$ cat src/rtl/track_servo_ctrl_pkg.sv
// Shared constants, widths and FSM state encoding for the ball-tracking servo loop.
package track_servo_ctrl_pkg;

    // Default PWM timing and pulse-width limits (25 MHz PClk)
    localparam int PERIOD_CYC = 500000;
    localparam int PW_MIN     = 25000;
    localparam int PW_MAX     = 50000;
    localparam int PW_CENTER  = 37500;

    // Screen geometry
    localparam int SCR_H_CTR = 320;
    localparam int SCR_V_CTR = 240;
    localparam int H_MAX     = 639;
    localparam int V_MAX     = 479;

    // Datapath widths
    localparam int PW_W    = 17;
    localparam int ERR_W   = 13;
    localparam int ERR_V_W = 12;
    localparam int DELTA_W = 20;
    localparam int HCNT_W  = 12;
    localparam int VCNT_W  = 11;

    // Update FSM encoding
    localparam logic [1:0] ST_WAIT   = 2'd0;
    localparam logic [1:0] ST_SAMPLE = 2'd1;
    localparam logic [1:0] ST_CALC   = 2'd2;
    localparam logic [1:0] ST_APPLY  = 2'd3;

endpackage

$ cat src/rtl/track_servo_ctrl_if.sv
// Video-timing / centroid inputs and servo outputs of the tracking controller.
interface track_servo_ctrl_if;
    import track_servo_ctrl_pkg::*;

    logic [HCNT_W-1:0] VtcHCnt;
    logic [VCNT_W-1:0] VtcVCnt;
    logic [HCNT_W-1:0] center_h;
    logic [VCNT_W-1:0] center_v;
    logic              target_valid;
    logic              track_en;
    logic              servo_pan;
    logic              servo_tilt;
    logic [PW_W-1:0]   pan_pw;
    logic [PW_W-1:0]   tilt_pw;
    logic              locked;
    logic              lost;

    modport master (
        output VtcHCnt, VtcVCnt, center_h, center_v, target_valid, track_en,
        input  servo_pan, servo_tilt, pan_pw, tilt_pw, locked, lost
    );

    modport slave (
        input  VtcHCnt, VtcVCnt, center_h, center_v, target_valid, track_en,
        output servo_pan, servo_tilt, pan_pw, tilt_pw, locked, lost
    );

endinterface

$ cat src/rtl/track_servo_ctrl_servo_pwm_gen.sv
// One servo PWM channel driven from the shared period counter; the width is
// shadowed at the period boundary so a pulse in flight is never altered.
module servo_pwm_gen
    import track_servo_ctrl_pkg::*;
#(
    parameter int CNT_W  = 19,
    parameter int PERIOD = 500000,
    parameter int PW_RST = 37500
) (
    input  logic             clk_i,
    input  logic             rst_ni,
    input  logic [CNT_W-1:0] cnt_i,
    input  logic [PW_W-1:0]  pw_i,
    output logic             pwm_o
);

    localparam int               CMP_W    = (CNT_W > PW_W) ? CNT_W : PW_W;
    localparam logic [CNT_W-1:0] CNT_LAST = CNT_W'(PERIOD - 1);

    logic [PW_W-1:0] active_q;
    logic            pwm_q;

    // Load the shadow width only on the last count of the period.
    always_ff @(posedge clk_i or negedge rst_ni) begin
        if (!rst_ni)                active_q <= PW_W'(PW_RST);
        else if (cnt_i == CNT_LAST) active_q <= pw_i;
    end

    // Registered compare; the output lags the counter by one cycle.
    always_ff @(posedge clk_i or negedge rst_ni) begin
        if (!rst_ni) pwm_q <= 1'b0;
        else         pwm_q <= (CMP_W'(cnt_i) < CMP_W'(active_q));
    end

    assign pwm_o = pwm_q;

endmodule

$ cat src/rtl/track_servo_ctrl.sv
// Ball-tracking servo loop: once per frame samples the centroid, computes the
// error to screen centre, steps pan/tilt pulse widths and drives two PWMs.
module track_servo_ctrl
    import track_servo_ctrl_pkg::*;
#(
    parameter int PERIOD_CYC  = track_servo_ctrl_pkg::PERIOD_CYC,
    parameter int PW_MIN      = track_servo_ctrl_pkg::PW_MIN,
    parameter int PW_MAX      = track_servo_ctrl_pkg::PW_MAX,
    parameter int PW_CENTER   = track_servo_ctrl_pkg::PW_CENTER,
    parameter int DEADBAND    = 16,
    parameter int GAIN_SHIFT  = 2,
    parameter int STEP_CYC    = 8,
    parameter bit INV_H       = 1'b0,
    parameter bit INV_V       = 1'b0,
    parameter int SAMPLE_LINE = 480
) (
    input  logic               PClk,
    input  logic               RstN,
    track_servo_ctrl_if.slave  trk
);

    localparam int CNT_W = $clog2(PERIOD_CYC);
    localparam int SUM_W = DELTA_W + 1;

    localparam logic [CNT_W-1:0]          CNT_LAST = CNT_W'(PERIOD_CYC - 1);
    localparam logic signed [SUM_W-1:0]   PW_MIN_S = SUM_W'(PW_MIN);
    localparam logic signed [SUM_W-1:0]   PW_MAX_S = SUM_W'(PW_MAX);
    localparam logic signed [DELTA_W-1:0] STEP_S   = DELTA_W'(STEP_CYC);
    localparam logic [ERR_W-1:0]          DB_U     = ERR_W'(DEADBAND);
    localparam logic [VCNT_W-1:0]         SAMPLE_V = VCNT_W'(SAMPLE_LINE);
    localparam logic [HCNT_W-1:0]         H_MAX_U  = HCNT_W'(H_MAX);
    localparam logic [VCNT_W-1:0]         V_MAX_U  = VCNT_W'(V_MAX);
    localparam logic signed [ERR_W-1:0]   H_CTR_S  = ERR_W'(SCR_H_CTR);
    localparam logic signed [ERR_V_W-1:0] V_CTR_S  = ERR_V_W'(SCR_V_CTR);

    // |err| <= DEADBAND
    function automatic logic in_deadband(input logic signed [ERR_W-1:0] err);
        logic [ERR_W-1:0] mag;
        mag = err[ERR_W-1] ? $unsigned(-err) : $unsigned(err);
        return (mag <= DB_U);
    endfunction

    // Proportional step with deadband; the sum is one bit wider than the
    // delta so it cannot overflow before saturation to [PW_MIN, PW_MAX].
    function automatic logic [PW_W-1:0] axis_next(input logic [PW_W-1:0]        pw,
                                                 input logic signed [ERR_W-1:0] err);
        logic signed [ERR_W-1:0]   shifted;
        logic signed [DELTA_W-1:0] delta;
        logic signed [SUM_W-1:0]   sum;
        logic [PW_W-1:0]           result;
        shifted = err >>> GAIN_SHIFT;
        delta   = DELTA_W'(shifted) * STEP_S;
        sum     = $signed({{(SUM_W-PW_W){1'b0}}, pw}) + SUM_W'(delta);
        if (in_deadband(err))   result = pw;
        else if (sum < PW_MIN_S) result = PW_W'(PW_MIN);
        else if (sum > PW_MAX_S) result = PW_W'(PW_MAX);
        else                     result = sum[PW_W-1:0];
        return result;
    endfunction

    logic [1:0]                state_q, state_d;
    logic                      trigger;
    logic                      sample_en, calc_en, apply_en;
    logic [HCNT_W-1:0]         samp_h_q;
    logic [VCNT_W-1:0]         samp_v_q;
    logic                      samp_valid_q;
    logic signed [ERR_W-1:0]   err_h_d, err_h_q;
    logic signed [ERR_V_W-1:0] err_v_d, err_v_q;
    logic signed [ERR_W-1:0]   err_v_ext;
    logic                      upd_en;
    logic [PW_W-1:0]           pan_pw_d, pan_pw_q;
    logic [PW_W-1:0]           tilt_pw_d, tilt_pw_q;
    logic                      locked_d, locked_q;
    logic                      lost_q;
    logic [CNT_W-1:0]          cnt_q;
    logic                      pan_pwm, tilt_pwm;

    assign trigger = (trk.VtcVCnt == SAMPLE_V) && (trk.VtcHCnt == '0);

    // FSM state register.
    always_ff @(posedge PClk or negedge RstN) begin
        if (!RstN) state_q <= ST_WAIT;
        else       state_q <= state_d;
    end

    // FSM next state: one pass WAIT->SAMPLE->CALC->APPLY per trigger; triggers outside WAIT are ignored.
    always_comb begin
        state_d = state_q;
        case (state_q)
            ST_WAIT:   if (trigger) state_d = ST_SAMPLE;
            ST_SAMPLE: state_d = ST_CALC;
            ST_CALC:   state_d = ST_APPLY;
            default:   state_d = ST_WAIT;
        endcase
    end

    // FSM output decode into per-step enables.
    always_comb begin
        sample_en = (state_q == ST_SAMPLE);
        calc_en   = (state_q == ST_CALC);
        apply_en  = (state_q == ST_APPLY);
    end

    // Capture the centroid, clamped to the visible area, and its valid flag.
    always_ff @(posedge PClk or negedge RstN) begin
        if (!RstN) begin
            samp_h_q     <= '0;
            samp_v_q     <= '0;
            samp_valid_q <= 1'b0;
        end else if (sample_en) begin
            samp_h_q     <= (trk.center_h > H_MAX_U) ? H_MAX_U : trk.center_h;
            samp_v_q     <= (trk.center_v > V_MAX_U) ? V_MAX_U : trk.center_v;
            samp_valid_q <= trk.target_valid;
        end
    end

    // Signed error against screen centre, optionally inverted per axis.
    always_comb begin
        err_h_d = $signed({1'b0, samp_h_q}) - H_CTR_S;
        err_v_d = $signed({1'b0, samp_v_q}) - V_CTR_S;
        if (INV_H) err_h_d = -err_h_d;
        if (INV_V) err_v_d = -err_v_d;
    end

    // Error registers.
    always_ff @(posedge PClk or negedge RstN) begin
        if (!RstN) begin
            err_h_q <= '0;
            err_v_q <= '0;
        end else if (calc_en) begin
            err_h_q <= err_h_d;
            err_v_q <= err_v_d;
        end
    end

    assign err_v_ext = {err_v_q[ERR_V_W-1], err_v_q};
    assign upd_en    = trk.track_en && samp_valid_q;

    // Next pulse widths and lock status; positions hold unless tracking a valid target.
    always_comb begin
        pan_pw_d  = pan_pw_q;
        tilt_pw_d = tilt_pw_q;
        if (upd_en) begin
            pan_pw_d  = axis_next(pan_pw_q, err_h_q);
            tilt_pw_d = axis_next(tilt_pw_q, err_v_ext);
        end
        locked_d = upd_en && in_deadband(err_h_q) && in_deadband(err_v_ext);
    end

    // Commit widths and flags on the APPLY edge.
    always_ff @(posedge PClk or negedge RstN) begin
        if (!RstN) begin
            pan_pw_q  <= PW_W'(PW_CENTER);
            tilt_pw_q <= PW_W'(PW_CENTER);
            locked_q  <= 1'b0;
            lost_q    <= 1'b0;
        end else if (apply_en) begin
            pan_pw_q  <= pan_pw_d;
            tilt_pw_q <= tilt_pw_d;
            locked_q  <= locked_d;
            lost_q    <= ~samp_valid_q;
        end
    end

    // Free-running PWM period counter shared by both channels.
    always_ff @(posedge PClk or negedge RstN) begin
        if (!RstN)                 cnt_q <= '0;
        else if (cnt_q == CNT_LAST) cnt_q <= '0;
        else                       cnt_q <= cnt_q + CNT_W'(1);
    end

    servo_pwm_gen #(
        .CNT_W  (CNT_W),
        .PERIOD (PERIOD_CYC),
        .PW_RST (PW_CENTER)
    ) u_pan_pwm (
        .clk_i  (PClk),
        .rst_ni (RstN),
        .cnt_i  (cnt_q),
        .pw_i   (pan_pw_q),
        .pwm_o  (pan_pwm)
    );

    servo_pwm_gen #(
        .CNT_W  (CNT_W),
        .PERIOD (PERIOD_CYC),
        .PW_RST (PW_CENTER)
    ) u_tilt_pwm (
        .clk_i  (PClk),
        .rst_ni (RstN),
        .cnt_i  (cnt_q),
        .pw_i   (tilt_pw_q),
        .pwm_o  (tilt_pwm)
    );

    assign trk.servo_pan  = pan_pwm;
    assign trk.servo_tilt = tilt_pwm;
    assign trk.pan_pw     = pan_pw_q;
    assign trk.tilt_pw    = tilt_pw_q;
    assign trk.locked     = locked_q;
    assign trk.lost       = lost_q;

endmodule
$ cat src/flat_wrapper.sv
// flat-port wrapper written by rule: the top's interface ports become plain ports
module track_servo_ctrl_flat import track_servo_ctrl_pkg::*;
#(
    parameter int PERIOD_CYC  = track_servo_ctrl_pkg::PERIOD_CYC,
    parameter int PW_MIN      = track_servo_ctrl_pkg::PW_MIN,
    parameter int PW_MAX      = track_servo_ctrl_pkg::PW_MAX,
    parameter int PW_CENTER   = track_servo_ctrl_pkg::PW_CENTER,
    parameter int DEADBAND    = 16,
    parameter int GAIN_SHIFT  = 2,
    parameter int STEP_CYC    = 8,
    parameter bit INV_H       = 1'b0,
    parameter bit INV_V       = 1'b0,
    parameter int SAMPLE_LINE = 480
)
  (PClk, RstN, trk_VtcHCnt, trk_VtcVCnt, trk_center_h, trk_center_v, trk_target_valid, trk_track_en, trk_servo_pan, trk_servo_tilt, trk_pan_pw, trk_tilt_pw, trk_locked, trk_lost);
  track_servo_ctrl_if trk_i ();
  input  logic PClk;
  input  logic RstN;
  input wire logic [$bits(trk_i.VtcHCnt)-1:0] trk_VtcHCnt;
  input wire logic [$bits(trk_i.VtcVCnt)-1:0] trk_VtcVCnt;
  input wire logic [$bits(trk_i.center_h)-1:0] trk_center_h;
  input wire logic [$bits(trk_i.center_v)-1:0] trk_center_v;
  input wire logic [$bits(trk_i.target_valid)-1:0] trk_target_valid;
  input wire logic [$bits(trk_i.track_en)-1:0] trk_track_en;
  output wire logic [$bits(trk_i.servo_pan)-1:0] trk_servo_pan;
  output wire logic [$bits(trk_i.servo_tilt)-1:0] trk_servo_tilt;
  output wire logic [$bits(trk_i.pan_pw)-1:0] trk_pan_pw;
  output wire logic [$bits(trk_i.tilt_pw)-1:0] trk_tilt_pw;
  output wire logic [$bits(trk_i.locked)-1:0] trk_locked;
  output wire logic [$bits(trk_i.lost)-1:0] trk_lost;
  assign trk_i.VtcHCnt = trk_VtcHCnt;
  assign trk_i.VtcVCnt = trk_VtcVCnt;
  assign trk_i.center_h = trk_center_h;
  assign trk_i.center_v = trk_center_v;
  assign trk_i.target_valid = trk_target_valid;
  assign trk_i.track_en = trk_track_en;
  assign trk_servo_pan = trk_i.servo_pan;
  assign trk_servo_tilt = trk_i.servo_tilt;
  assign trk_pan_pw = trk_i.pan_pw;
  assign trk_tilt_pw = trk_i.tilt_pw;
  assign trk_locked = trk_i.locked;
  assign trk_lost = trk_i.lost;
  track_servo_ctrl #(.PERIOD_CYC(PERIOD_CYC), .PW_MIN(PW_MIN), .PW_MAX(PW_MAX), .PW_CENTER(PW_CENTER), .DEADBAND(DEADBAND), .GAIN_SHIFT(GAIN_SHIFT), .STEP_CYC(STEP_CYC), .INV_H(INV_H), .INV_V(INV_V), .SAMPLE_LINE(SAMPLE_LINE)) u_core (.PClk(PClk), .RstN(RstN), .trk(trk_i));
endmodule
$ cat config.mk
export PLATFORM = sky130hd
export DESIGN_NAME = track_servo_ctrl_flat
export DESIGN_NICKNAME = d
export VERILOG_FILES = /design/src/rtl/track_servo_ctrl_pkg.sv /design/src/rtl/track_servo_ctrl_if.sv /design/src/rtl/track_servo_ctrl_servo_pwm_gen.sv /design/src/rtl/track_servo_ctrl.sv /design/src/flat_wrapper.sv
export SDC_FILE = /design/constraint.sdc
export NUM_CORES = 1
export LEC_CHECK = 0
export BUFFER_PORTS_ARGS = -buffer_cell sky130_fd_sc_hd__buf_2
export CAP_MARGIN = 0
export CORE_MARGIN = 4
export CORE_UTILIZATION = 35
export DETAILED_ROUTE_END_ITERATION = 7
export PLACE_DENSITY_LB_ADDON = 0.3
export SLEW_MARGIN = 20
export SYNTH_ARGS = -nofsm -noshare
export SYNTH_HDL_FRONTEND = slang
export SYNTH_HIERARCHICAL = 1
export SYNTH_SLANG_ARGS = --single-unit
$ cat constraint.sdc
create_clock -name PClk -period 9.6 [get_ports PClk]
set_clock_uncertainty 0.2 [all_clocks]
set_input_delay 0.96 -clock PClk [delete_from_list [all_inputs] [get_ports PClk]]
set_output_delay 0.96 -clock PClk [all_outputs]
set_load 0.1 [all_outputs]
# ---- Yosys cells after proc, flatten, opt, wreduce, memory -nomap -nowiden
# Index checks and enable logic that the tools add are counted.
dict set report op_classes {
  n_mux 11
  order_cmp 10
  shift 0
  n_eq_ne 6
  n_bitwise 3
  multipliers 0
  n_div 0
  addsub 7
  reduce_logical 8
}
# op count
set ops {}
lappend ops {{$mux W17} 4}
lappend ops {{$gt A21 B17 Y1 const B} 2}
lappend ops {{$lt A21 B16 Y1 const B} 2}
lappend ops {{$lt A19 B17 Y1} 2}
lappend ops {{$le A13 B5 Y1 const B} 2}
lappend ops {{$mux W13} 2}
lappend ops {{$add A18 B13 Y19} 1}
lappend ops {{$add A18 B14 Y19} 1}
lappend ops {{$add A19 B1 Y19 const B} 1}
lappend ops {{$eq A19 B19 Y1 const B} 1}
lappend ops {{$mux W19} 1}
lappend ops {{$neg A12 Y13} 1}
lappend ops {{$neg A13 Y13} 1}
lappend ops {{$sub A12 B9 Y13 const B} 1}
lappend ops {{$gt A12 B10 Y1 const B} 1}
lappend ops {{$logic_not A12 Y1} 1}
lappend ops {{$mux W12} 1}
lappend ops {{$sub A11 B8 Y12 const B} 1}
lappend ops {{$eq A11 B9 Y1 const B} 1}
lappend ops {{$gt A11 B9 Y1 const B} 1}
lappend ops {{$mux W11} 1}
lappend ops {{$pmux W2 S3} 1}
lappend ops {{$reduce_and A3 Y1} 2}
lappend ops {{$eq A2 B2 Y1 const B} 2}
lappend ops {{6 further kinds} 11}
dict set report totals {
  ram_bits 0
  romBits 0
  regBits 142
  latch_bits 0
  mem_count 0
}

# ---- Depth between registers and ports, before layout
# Gate-level depths: netlist of run 1.
dict set report depth {
  ltp_word 5
  depth_mapped 12
  depth_no_buf 11
}

# ---- By module
# The synthesis of run 1 kept the hierarchy.
# module instances cells_each area_each_um2
set modules_own_cells {}
lappend modules_own_cells {track_servo_ctrl 1 743 6785.3}
lappend modules_own_cells {servo_pwm_gen 2 103 1184.9}

# ---- Worst setup path before layout of run 1
# OpenSTA, ideal clock, no wires.
dict set report synth_path {
  path_kind {flip-flop to flip-flop}
  from {reg u_core.tilt_pw_q[3], in the netlist u_core/trk.tilt_pw[3]}
  to {reg u_core.tilt_pw_q[10], in the netlist u_core/trk.tilt_pw[10]}
  arrival_time_ns 3.774
  stages_incl_launch_ff 12
  synth_period_minus_slack_ns 4.097
  setup_ns 0.123
  slack_ns 5.503
  cell_sequence {dfstp_2 ha_1 inv_1 fa_1 nand2b_1 a211oi_1 mux2_2 a2111oi_2 o211ai_1 a31oi_1 and3b_1 a32o_1}
}
dict set report synth_between {
  elab_chain_cells 4
  elab_cells_between_ends 5
  classes_between {add/sub (1); order compare (2); mux (2)}
}
# item line
set synth_lines {}
lappend synth_lines {{start: declaration} track_servo_ctrl.sv:72} ;# logic [PW_W-1:0] tilt_pw_d, tilt_pw_q;
lappend synth_lines {{start signal: assignment} track_servo_ctrl.sv:154} ;# tilt_pw_q <= PW_W'(PW_CENTER);
lappend synth_lines {{start signal: assignment} track_servo_ctrl.sv:159} ;# tilt_pw_q <= tilt_pw_d;
lappend synth_lines {{$add A18 B13 Y19 (*)} track_servo_ctrl.sv:53} ;# sum = $signed({{(SUM_W-PW_W){1'b0}}, pw}) + SUM_W'(delta);
lappend synth_lines {{$gt A21 B17 Y1} track_servo_ctrl.sv:56} ;# else if (sum > PW_MAX_S) result = PW_W'(PW_MAX);
lappend synth_lines {{$mux W17} track_servo_ctrl.sv:56}
lappend synth_lines {{$mux W17 (*)} track_servo_ctrl.sv:55} ;# else if (sum < PW_MIN_S) result = PW_W'(PW_MIN);
# Mark *: on every way between the ends. The rest lies on a longest branch, timed or not.
# A chain may end at the register's enable or synchronous reset.

# ---- Worst setup path in the final report of run 1
# Same ends and word-level chain as after synthesis.

==> run_results.csv, run 1 <==
group,metric,value,unit
cells_and_area,syn_to_final_growth,14.91,%
worst_setup_path,critPathRequiredTime,9700,ps
die,core_area,25470,um2
sta,maxClockFrequency,247.2,MHz
cells_and_area,fin_area,10520,um2
die,start_util,35.94,%
logic_synthesis,yosysTopAreaCellShare,28.97,%
cells_and_area,diodes,0,
hold_path,worstHoldPathType,"reg -> reg",
worst_setup_path,worstReg2RegStart,"u_core/trk.tilt_pw[3]",
sta,drv_slew,0,
grt,track_usage,15.35,%
worst_setup_path,critPathLaunchType,"flop",
logic_synthesis,synth_area_leaders,"dfrtp_1 29%, ha_1 9.7%, dfstp_2 9.2%",
die,io-pin-count,88,
cells_and_area,drive_gt1_share,20.67,%
grt,antenna_found_initial,0,
hold_path,hold_start,"u_core/samp_valid_q",
logic_synthesis,yosys_most_used_dff,"dfrtp_1",
logic_synthesis,synth_top_area_cell,"dfrtp_1",
clock_tree,cts_made_buffers,17,
place,dp_cells,1347,
cells_and_area,final_cells,1380,
logic_synthesis,yosys_warnings,6,
clock_tree,clk_latency,410,ps
route,routedWlPerCell,15.84,um
place,place_congestion,0.9159,
grt,grt_max_degree,80,
die,die_area,28810,um2
worst_setup_path,path_max_fanout,5,
logic_synthesis,synth-edff-count,0,
sta,setup_viol,0,
die,die_h,169.7,um
grt,grt_pass1_wl,36560,um
place,placed_area,9910,um2
logic_synthesis,yosysUniqueCellTypes,85,
sta,worstMarginPinSlew,752.9,ps
clock_tree,ctsResizeCount,0,
clock_tree,htreeDepth,4,
route,firstDrtPassIters,5,
outcome,status,"finished, final reports clean",
clock_tree,ctsLongestPathBuffers,2,
die,rows,58,
route,antenna_left,0,
sta,finalHoldViolCount,0,
grt,overflow,0,
power_and_ir_drop,p_per_area,119.2,nW/um2
worst_setup_path,endpoint_kind,"flop",
job,max_cap_viol_count,0,
clock_tree,postCtsSetupBuffers,0,
route,drc_errors,0,
route,drt_iter0_drc,356,
cells_and_area,most-common-layout-cells,"106 x dfrtp_1, 82 x buf_2, 81 x nor2_1",
cells_and_area,nets,1160,
grt,grt_pass1_vias,7127,
power_and_ir_drop,peakVddDrop,0.0001080,V
cells_and_area,final_util,41.30,%
power_and_ir_drop,total_leakage_power,4.819,nW
logic_synthesis,syn_inst,949,
logic_synthesis,synthArstFlopShare,100.0,%
clock_tree,clk_pin_slew,60,ps
route,routed_via_density,5.294,
clock_tree,cts_tree,"done",
place,dp_hpwl,16460,um
clock_tree,holdBufCountCts,0,
hold_path,min_to,"u_core/trk.lost",
worst_setup_path,crit_arrival,4140,ps
worst_setup_path,r2r-end,"u_core/trk.tilt_pw[10]",
clock_tree,clock-sinks,138,
die,die_x,169.7,um
route,finalWirelength,21860,um
sta,final.setup.tns,0,ps
sta,rsz0062_at_grt,"no",
hold_path,whs_path_depth,1,
clock_tree,cts-root-buf,"clkbuf_16",
cells_and_area,layout_commonest_cell,"dfrtp_1",
sta,finalCriticalPeriod,4046,ps
sta,relSlewSlack,49.81,%
worst_setup_path,reg2reg_slack,5550,ps
logic_synthesis,ys_seq_area_share,38.16,%
worst_setup_path,r2r_cells,11,
sta,period_share,42.14,%
logic_synthesis,ys_ff_latch,138,
route,vias,7306,
place,port_buffers,83,
logic_synthesis,syn_area_per_cell,9.647,um2
logic_synthesis,netlist_area,9155,um2
power_and_ir_drop,total_power,1.254,mW
worst_setup_path,crit_type,"reg -> reg",
[synth_stat cells, types with 16 or more instances]
| cell | instances |
|---|---|
| nor2b_1 | 16 |
| dfrtp_1 | 106 |
| o21ai_0 | 35 |
| dfstp_2 | 32 |
| nand2b_1 | 18 |
| a21oi_1 | 62 |
| mux2_4 | 20 |
| mux2_2 | 25 |
| nor2_1 | 81 |
| nand2_1 | 65 |
| nor3_1 | 19 |
| ha_1 | 71 |
| xnor2_1 | 23 |
| nand3_1 | 27 |
| xor2_1 | 22 |
| inv_1 | 74 |
[kinds of logic (layout without fill, tap and decap cells)]
group,after synthesis,count (layout),synth area share (%)
AO/OA/AOI/OAI,235,235,17.89
XOR/XNOR,45,45,4.305
adder cells (fa/ha/maj),73,73,10.14
buffers and inverters,101,195,4.606
flip-flops,138,138,38.16
multiplexers,52,52,7.134
other,1,8,0.04096
AND/OR/NAND/NOR,304,304,17.73
[critical path, cell delays in order, from the launching register on]
cell and delay [ps]:
dfstp_2 560, ha_1 210, inv_1 70, fa_1 430, nand2b_1 190, a211oi_1 490, mux2_2 430, a2111oi_2 380
o211ai_1 190, a31oi_1 260, and3b_1 260, a32o_1 280
[metrics by stage]
step / worst slack [ps] / hold slack (ps)
after CTS: 5509 / 286.0
after detailed placement: 5544 / 273.3
final: 5554 / 290.5
after global placement: 5697 / 266.0
after floorplan: 5503 / 245.7
after global routing: 5225 / 317.5
[state kept, by name (all words and copies together) (netlist names)]
register / cells
u_core/trk.pan_pw: 15
u_core/state_q: 2
u_core/samp_valid_q: 1
u_core/u_tilt_pwm/pwm_o: 1
u_core/trk.lost: 1
u_core/cnt_q: 19
u_core/samp_v_q: 11
u_core/trk.locked: 1
u_core/err_h_q: 13
u_core/u_pan_pwm/pwm_o: 1
u_core/u_pan_pwm/active_q: 17
u_core/u_tilt_pwm/active_q: 17
u_core/samp_h_q: 12
u_core/trk.tilt_pw: 15
u_core/err_v_q: 12
[power breakdown]
group          switching [mW]  internal [mW]  leakage (nW)
sequential          0.0000184          0.582          1.74
combinational          0.0221        0.00984          2.81
clock                   0.257          0.383         0.272
total                   0.279          0.975          4.82
[metal layers]
layer  wire, um  vias up  track usage [%]
li1           -     3651                -
met1      10650     3478            21.57
met2       9988      157            24.34
met3        902       20            2.888
met4        319        0            4.095
met5          0        -                0
[how the worst max path moves through the flow]
stage | start | endpoint | slack (ps) | cells past startpoint
after global routing | u_core/trk.tilt_pw[3] | u_core/trk.tilt_pw[10] | 5220 | 11
after floorplan | u_core/trk.tilt_pw[3] | u_core/trk.tilt_pw[10] | 5500 | 11
after global placement | u_core/trk.tilt_pw[3] | u_core/trk.tilt_pw[10] | 5700 | 11
after detailed placement | u_core/trk.tilt_pw[3] | u_core/trk.tilt_pw[10] | 5540 | 11
final | u_core/trk.tilt_pw[3] | u_core/trk.tilt_pw[10] | 5550 | 11
after CTS | u_core/trk.tilt_pw[3] | u_core/trk.tilt_pw[10] | 5510 | 11
[area by class of cell]
type,instances,area [um2]
inverters,74,277.8
well taps,330,412.9
fillers,2476,14950
clock buffers,18,429.2
flip-flops and latches,138,3493
clock inverters,14,148.9
multi-input cells,717,5271
repair buffers,89,486.7
Power figures use the tool's default switching activity.
==> run 2, diff against run 1 <==
ABC_AREA = 1   (was unset)
clock period = 3.65 ns   (was 9.6 ns; I/O delays follow)
==> run_results.csv, run 2 <==
group,metric,value,unit
outcome,status,"finished, final reports clean",
worst_setup_path,critPathLaunch,"u_core/trk.pan_pw[3]",
place,dp_hpwl,18720,um
sta,setup_viol,0,
clock_tree,cts-root-buf,"clkbuf_16",
worst_setup_path,critPathSlowestCell,"dfstp_2",
logic_synthesis,syn_area_per_cell,6.924,um2
worst_setup_path,cp_cell_sequence,"ha_1, inv_1, fa_1, inv_1, nand3_1, nand2_1, nand2_1, nand2_1, nand3_1, o21ai_0, o21ai_1, nand2_1, nand2_1, nor2_2, nand3_1, nand2_1",
cells_and_area,top_regs,"u_core/cnt_q: 19 flops, u_core/u_pan_pwm/active_q: 17 flops, u_core/u_tilt_pwm/active_q: 17 flops",
route,firstDrtPassIters,5,
cells_and_area,diodes,0,
clock_tree,ctsResizeCount,0,
route,drc_errors,0,
hold_path,whs_path_depth,3,
logic_synthesis,yosysUniqueCellTypes,50,
route,routedWlPerCell,12.95,um
hold_path,min_to,"u_core/samp_v_q[6]",
place,port_buffers,83,
clock_tree,clk_pin_slew,60,ps
worst_setup_path,path_max_fanout,11,
power_and_ir_drop,peakVddDrop,0.0004742,V
die,rows,60,
logic_synthesis,synthArstFlopShare,100.0,%
clock_tree,htreeDepth,4,
worst_setup_path,crit_path_max_incr_delay,550,ps
grt,antenna_found_initial,0,
power_and_ir_drop,p_per_area,898.2,nW/um2
grt,grt_max_degree,86,
route,routed_via_density,4.687,
logic_synthesis,yosys-top-cells-count,"477 x nand2_1, 242 x inv_1, 117 x nor2_1",
clock_tree,clock-sinks,138,
grt,grt_pass1_vias,8524,
logic_synthesis,syn_inst,1413,
logic_synthesis,yosys_most_used_dff,"dfrtp_1",
sta,worstMarginPinSlew,791.2,ps
power_and_ir_drop,total_leakage_power,6.065,nW
cells_and_area,nets,1634,
clock_tree,cts_tree,"done",
grt,track_usage,16.37,%
die,die_area,30690,um2
logic_synthesis,netlist_area,9783,um2
cells_and_area,syn_to_final_growth,15.22,%
logic_synthesis,synth_top_area_cell,"dfrtp_1",
route,antenna_left,0,
cells_and_area,most-common-layout-cells,"477 x nand2_1, 242 x inv_1, 117 x nor2_1",
hold_path,worstHoldPathType,"in -> reg",
cells_and_area,drive_gt1_share,13.65,%
die,core_area,27250,um2
logic_synthesis,yosysTopAreaCellShare,27.11,%
logic_synthesis,synth-edff-count,0,
clock_tree,cts_made_buffers,17,
logic_synthesis,synth_area_leaders,"dfrtp_1 27%, nand2_1 18%, inv_1 9.3%",
clock_tree,clk_latency,420,ps
logic_synthesis,ys_seq_area_share,35.71,%
worst_setup_path,r2r-end,"u_core/trk.pan_pw[10]",
worst_setup_path,critPathLaunchType,"flop",
worst_setup_path,reg2reg_slack,590,ps
job,max_cap_viol_count,0,
logic_synthesis,ys_ff_latch,138,
logic_synthesis,yosysMostFrequentCell,"nand2_1",
worst_setup_path,worstReg2RegStart,"u_core/trk.pan_pw[3]",
worst_setup_path,endpoint_kind,"flop",
grt,overflow,0,
worst_setup_path,critPathRequiredTime,3810,ps
worst_setup_path,crit_arrival,3220,ps
die,io-pin-count,88,
clock_tree,postCtsSetupBuffers,0,
sta,timing.hold.ws,22.93,ps
worst_setup_path,r2r_cells,16,
clock_tree,ctsLongestPathBuffers,2,
cells_and_area,top_register,"u_core/cnt_q",
sta,maxClockFrequency,326.9,MHz
sta,final.setup.tns,0,ps
sta,relSlewSlack,47.25,%
sta,period_share,83.81,%
sta,rsz0062_at_grt,"no",
sta,drv_slew,0,
cells_and_area,largest_reg_flops,19,
die,die_x,175.2,um
sta,finalHoldViolCount,0,
hold_path,hold_start,"trk_center_v[9]",
place,place_congestion,0.9405,
route,finalWirelength,24540,um
route,drt_iter0_drc,487,
worst_setup_path,crit_type,"reg -> reg",
logic_synthesis,yosys_warnings,6,
grt,grt_pass1_wl,41540,um
die,start_util,35.90,%
die,die_h,175.2,um
sta,finalCriticalPeriod,3059,ps
cells_and_area,num-fill-cells,2841,
route,vias,8887,
cells_and_area,layout_commonest_cell,"nand2_1",
worst_setup_path,crit_path_frequent_cell,"nand2_1",
run 2: per-layer routing:
layer / track usage (%) / wire, um / vias up
met2: 27.35 / 11150 / 216
met1: 22.15 / 11870 / 4047
met5: 0 / 0 / -
li1: - / - / 4593
met4: 4.223 / 429 / 0
met3: 2.661 / 1092 / 31
run 2: kinds of logic (layout without fill, tap and decap cells):
group,count (synthesis),count (layout),share of synthesized area (%)
compound gates,143,143,8.006
xor+xnor,17,17,1.752
fa+ha+maj,73,73,9.490
buf+inv,271,375,11.06
flops,138,138,35.71
other cells,1,8,0.03833
simple gates,770,770,33.94
run 2: cell type report:
type	instances	area, um2	share of cell area (%)
clock buffer	20	446.7	3.963
clock inverter	12	163.9	1.454
inverter	249	934.6	8.292
multi-input combinational	1011	5234	46.43
sequential	138	3493	30.99
tap	372	465.4	4.129
timing repair buffer	94	534.3	4.740
run 2: timing repair:
| item | 4_1_cts | 5_1_grt |
|---|---|---|
| endpoints found under the setup margin | 0 | 0 |
| hold endpoints to repair | 74 | 0 |
| hold buffers | 7 | 0 |
run 2: power by group:
| part | switching (mW) | internal (mW) | total [mW] |
|---|---|---|---|
| registers | 0.501 | 1.99 | 2.49 |
| logic | 4.16 | 1.66 | 5.83 |
| clock network | 0.709 | 1.10 | 1.81 |
run 2: critical path: cells and delay by family (launching register included):
kind	cells	cell delay (ps)
adders and majority gates	2	570
DFF	1	550
and+or+nand+nor	10	1220
buffers and inverters	2	160
AOI/OAI and AO/OA	2	300
run 2: metrics by stage:
step           setup slack [ps]  util [%]  total power [mW]  cell area [um2]  cells
4_1_cts                   610.0     41.36             10.19            11270   1896
6_report                  590.8     41.36             10.12            11270   1896
3_3_place_gp              696.2     38.87             8.251            10590   1857
3_5_place_dp              631.9     38.87             8.312            10590   1857
2_1_floorplan             561.2         -             7.077             9809   1420
5_1_grt                   318.4     41.36             11.04            11270   1896
run 2: worst max-delay path by stage:
stage                             end  slack, ps  depth (start not counted)
3_3_place_gp    u_core/trk.pan_pw[11]        700                         16
5_1_grt        u_core/trk.tilt_pw[11]        320                         17
6_report        u_core/trk.pan_pw[10]        590                         16
2_1_floorplan  u_core/trk.tilt_pw[14]        560                         18
4_1_cts         u_core/trk.pan_pw[10]        610                         16
3_5_place_dp    u_core/trk.pan_pw[10]        630                         16
==> run 3, diff against run 2 <==
clock period = 3 ns   (was 3.65 ns; I/O delays follow)
==> run_results.csv, run 3 (synthesized netlist as in run 2, its figures left out) <==
group,metric,value,unit
grt,overflow,0,
clock_tree,clk_pin_slew,60,ps
sta,worstMarginPinSlew,745.9,ps
clock_tree,cts-root-buf,"clkbuf_16",
cells_and_area,multiInputGateArea,5389,um2
cells_and_area,syn_to_final_growth,20.88,%
route,drt_iter0_drc,654,
worst_setup_path,crit_type,"reg -> reg",
worst_setup_path,crit_path_frequent_cell,"nand2_1",
outcome,status,"finished, final reports clean",
worst_setup_path,crit_family,"simple AND/OR/NAND/NOR gates",
power_and_ir_drop,total_leakage_power,6.301,nW
worst_setup_path,critPathLaunch,"u_core/trk.pan_pw[3]",
cells_and_area,ff_latch_area,3502,um2
route,routedWlPerCell,13.25,um
cells_and_area,most-common-layout-cells,"462 x nand2_1, 240 x inv_1, 113 x nor2_1",
route,antenna_left,0,
die,core_area,27250,um2
worst_setup_path,worstReg2RegStart,"u_core/trk.pan_pw[3]",
sta,maxClockFrequency,347.2,MHz
sta,setup_viol,0,
sta,period_share,96.02,%
worst_setup_path,critPathSlowestCell,"dfstp_4",
clock_tree,clk_latency,430,ps
job,max_cap_viol_count,0,
die,rows,60,
place,dp_hpwl,19650,um
sta,relSlewSlack,50.27,%
clock_tree,htreeDepth,4,
worst_setup_path,path_max_fanout,6,
die,die_h,175.2,um
route,finalWirelength,25810,um
die,io-pin-count,88,
sta,finalCriticalPeriod,2881,ps
clock_tree,cts_made_buffers,17,
die,start_util,35.90,%
cells_and_area,drive_gt1_share,17.59,%
cells_and_area,nets,1685,
worst_setup_path,cp_cell_sequence,"ha_4, inv_2, fa_2, inv_2, nand3_2, nand2_2, nand2_2, nand2_2, xor2_2, nand2_1, nor2_2, nand4_1, nand3_4, buf_6, nand2_1, nand2_1, nand2_1",
route,firstDrtPassIters,8,
clock_tree,cts_tree,"done",
sta,finalHoldViolCount,0,
worst_setup_path,critPathRequiredTime,3160,ps
cells_and_area,fin_area,11830,um2
die,die_x,175.2,um
sta,drv_slew,0,
worst_setup_path,crit_path_max_incr_delay,630,ps
place,placed_area,10800,um2
cells_and_area,num-fill-cells,2790,
grt,grt_pass1_wl,42600,um
cells_and_area,top_register,"u_core/cnt_q",
power_and_ir_drop,total_power,13.06,mW
cells_and_area,layout_commonest_cell,"nand2_1",
route,routed_via_density,4.717,
clock_tree,ctsLongestPathBuffers,2,
clock_tree,clock-sinks,138,
route,vias,9184,
hold_path,worstHoldPathType,"in -> reg",
grt,track_usage,16.95,%
grt,grt_pass1_vias,8695,
hold_path,hold_start,"trk_center_h[11]",
cells_and_area,top_regs,"u_core/cnt_q: 19 flops, u_core/u_pan_pwm/active_q: 17 flops, u_core/u_tilt_pwm/active_q: 17 flops",
grt,antenna_found_initial,0,
die,die_area,30690,um2
worst_setup_path,endpoint_kind,"flop",
cells_and_area,diodes,0,
place,port_buffers,83,
power_and_ir_drop,peakVddDrop,0.0005988,V
route,drc_errors,0,
cells_and_area,final_util,43.40,%
grt,grt_max_degree,79,
cells_and_area,largest_reg_flops,19,
worst_setup_path,critical_path_buf_inv_count,3,
worst_setup_path,critPathLaunchType,"flop",
worst_setup_path,crit_arrival,3040,ps
power_and_ir_drop,p_per_area,1104,nW/um2
place,place_congestion,0.9054,
==> run 3: cell types whose count changed in the layout (fill, tap and decap cells not counted), sizes merged <==
cell         previous run  this run
clkinvlp                0         2
dlygate4sd3             7        25
clkinv                  8         6
nand3                  83        85
clkbuf                 20        17
buf                    87       118
inv                   250       255
bufinv                  3         1
==> run 3: power by group <==
part | leakage (nW) | switching [mW] | internal, mW
Sequential | 1.63 | 0.515 | 2.42
Combinational | 4.39 | 5.56 | 2.46
Clock | 0.283 | 0.924 | 1.17
==> run 3: worst min-delay path: cells and delay by family <==
family / cells / cell delay [ps]
AOI/OAI and AO/OA: 2 / 180
and+or+nand+nor: 2 / 120
buffers and inverters: 1 / 70
==> run 3: cell type report <==
| class | count | share of cell area (%) |
|---|---|---|
| tap | 372 | 3.936 |
| clock buffer | 17 | 3.597 |
| multi-input combinational | 1013 | 45.57 |
| inverter | 249 | 7.924 |
| clock inverter | 15 | 1.322 |
| timing repair buffer | 143 | 8.041 |
| sequential | 138 | 29.61 |
==> run 3: path summary, 6_finish.rpt <==
kind | depth (start not counted) | to | slack (ps)
worst min-delay path | 5 | u_core/samp_h_q[9] | 80
worst max-delay path | 17 | u_core/trk.pan_pw[6] | 120
worst min register to register | 2 | u_core/u_tilt_pwm/active_q[4] | 260
max in group asynchronous | 3 | u_core/u_tilt_pwm/active_q[4] | 1530
min in group asynchronous | 2 | u_core/cnt_q[11] | 270
worst max register to register | 17 | u_core/trk.pan_pw[6] | 120
==> run 3: stage by stage <==
stage               std cells  setup TNS (ps)  setup slack, ps  hold WS (ps)
detailed placement       1884          -144.4           -47.48         193.9
global route             1947          -65.28           -25.81         103.5
finish                   1947               0            119.5         78.36
floorplan                1420               0            18.25        -195.6
global placement         1884               0            40.90         190.9
CTS                      1942               0           0.2738         49.50
==> run 3: repair_timing <==
action	in CTS	in global routing
hold endpoints to repair	86	0
hold buffers	25	0
gates cloned	1	1
gates resized for setup	2	43
endpoints found under the setup margin	7	28
pin swaps	2	16
buffers inserted	0	4
==> run 3: metal layers <==
layer	routed length [um]	global-route usage, %	vias to the layer above	part of all wire (%)
met5	0	0	-	0
met4	534	5.139	0	2.1
met3	1190	2.704	35	4.6
met2	12040	28.65	248	47
met1	12050	22.37	4178	47
li1	-	-	4723	-
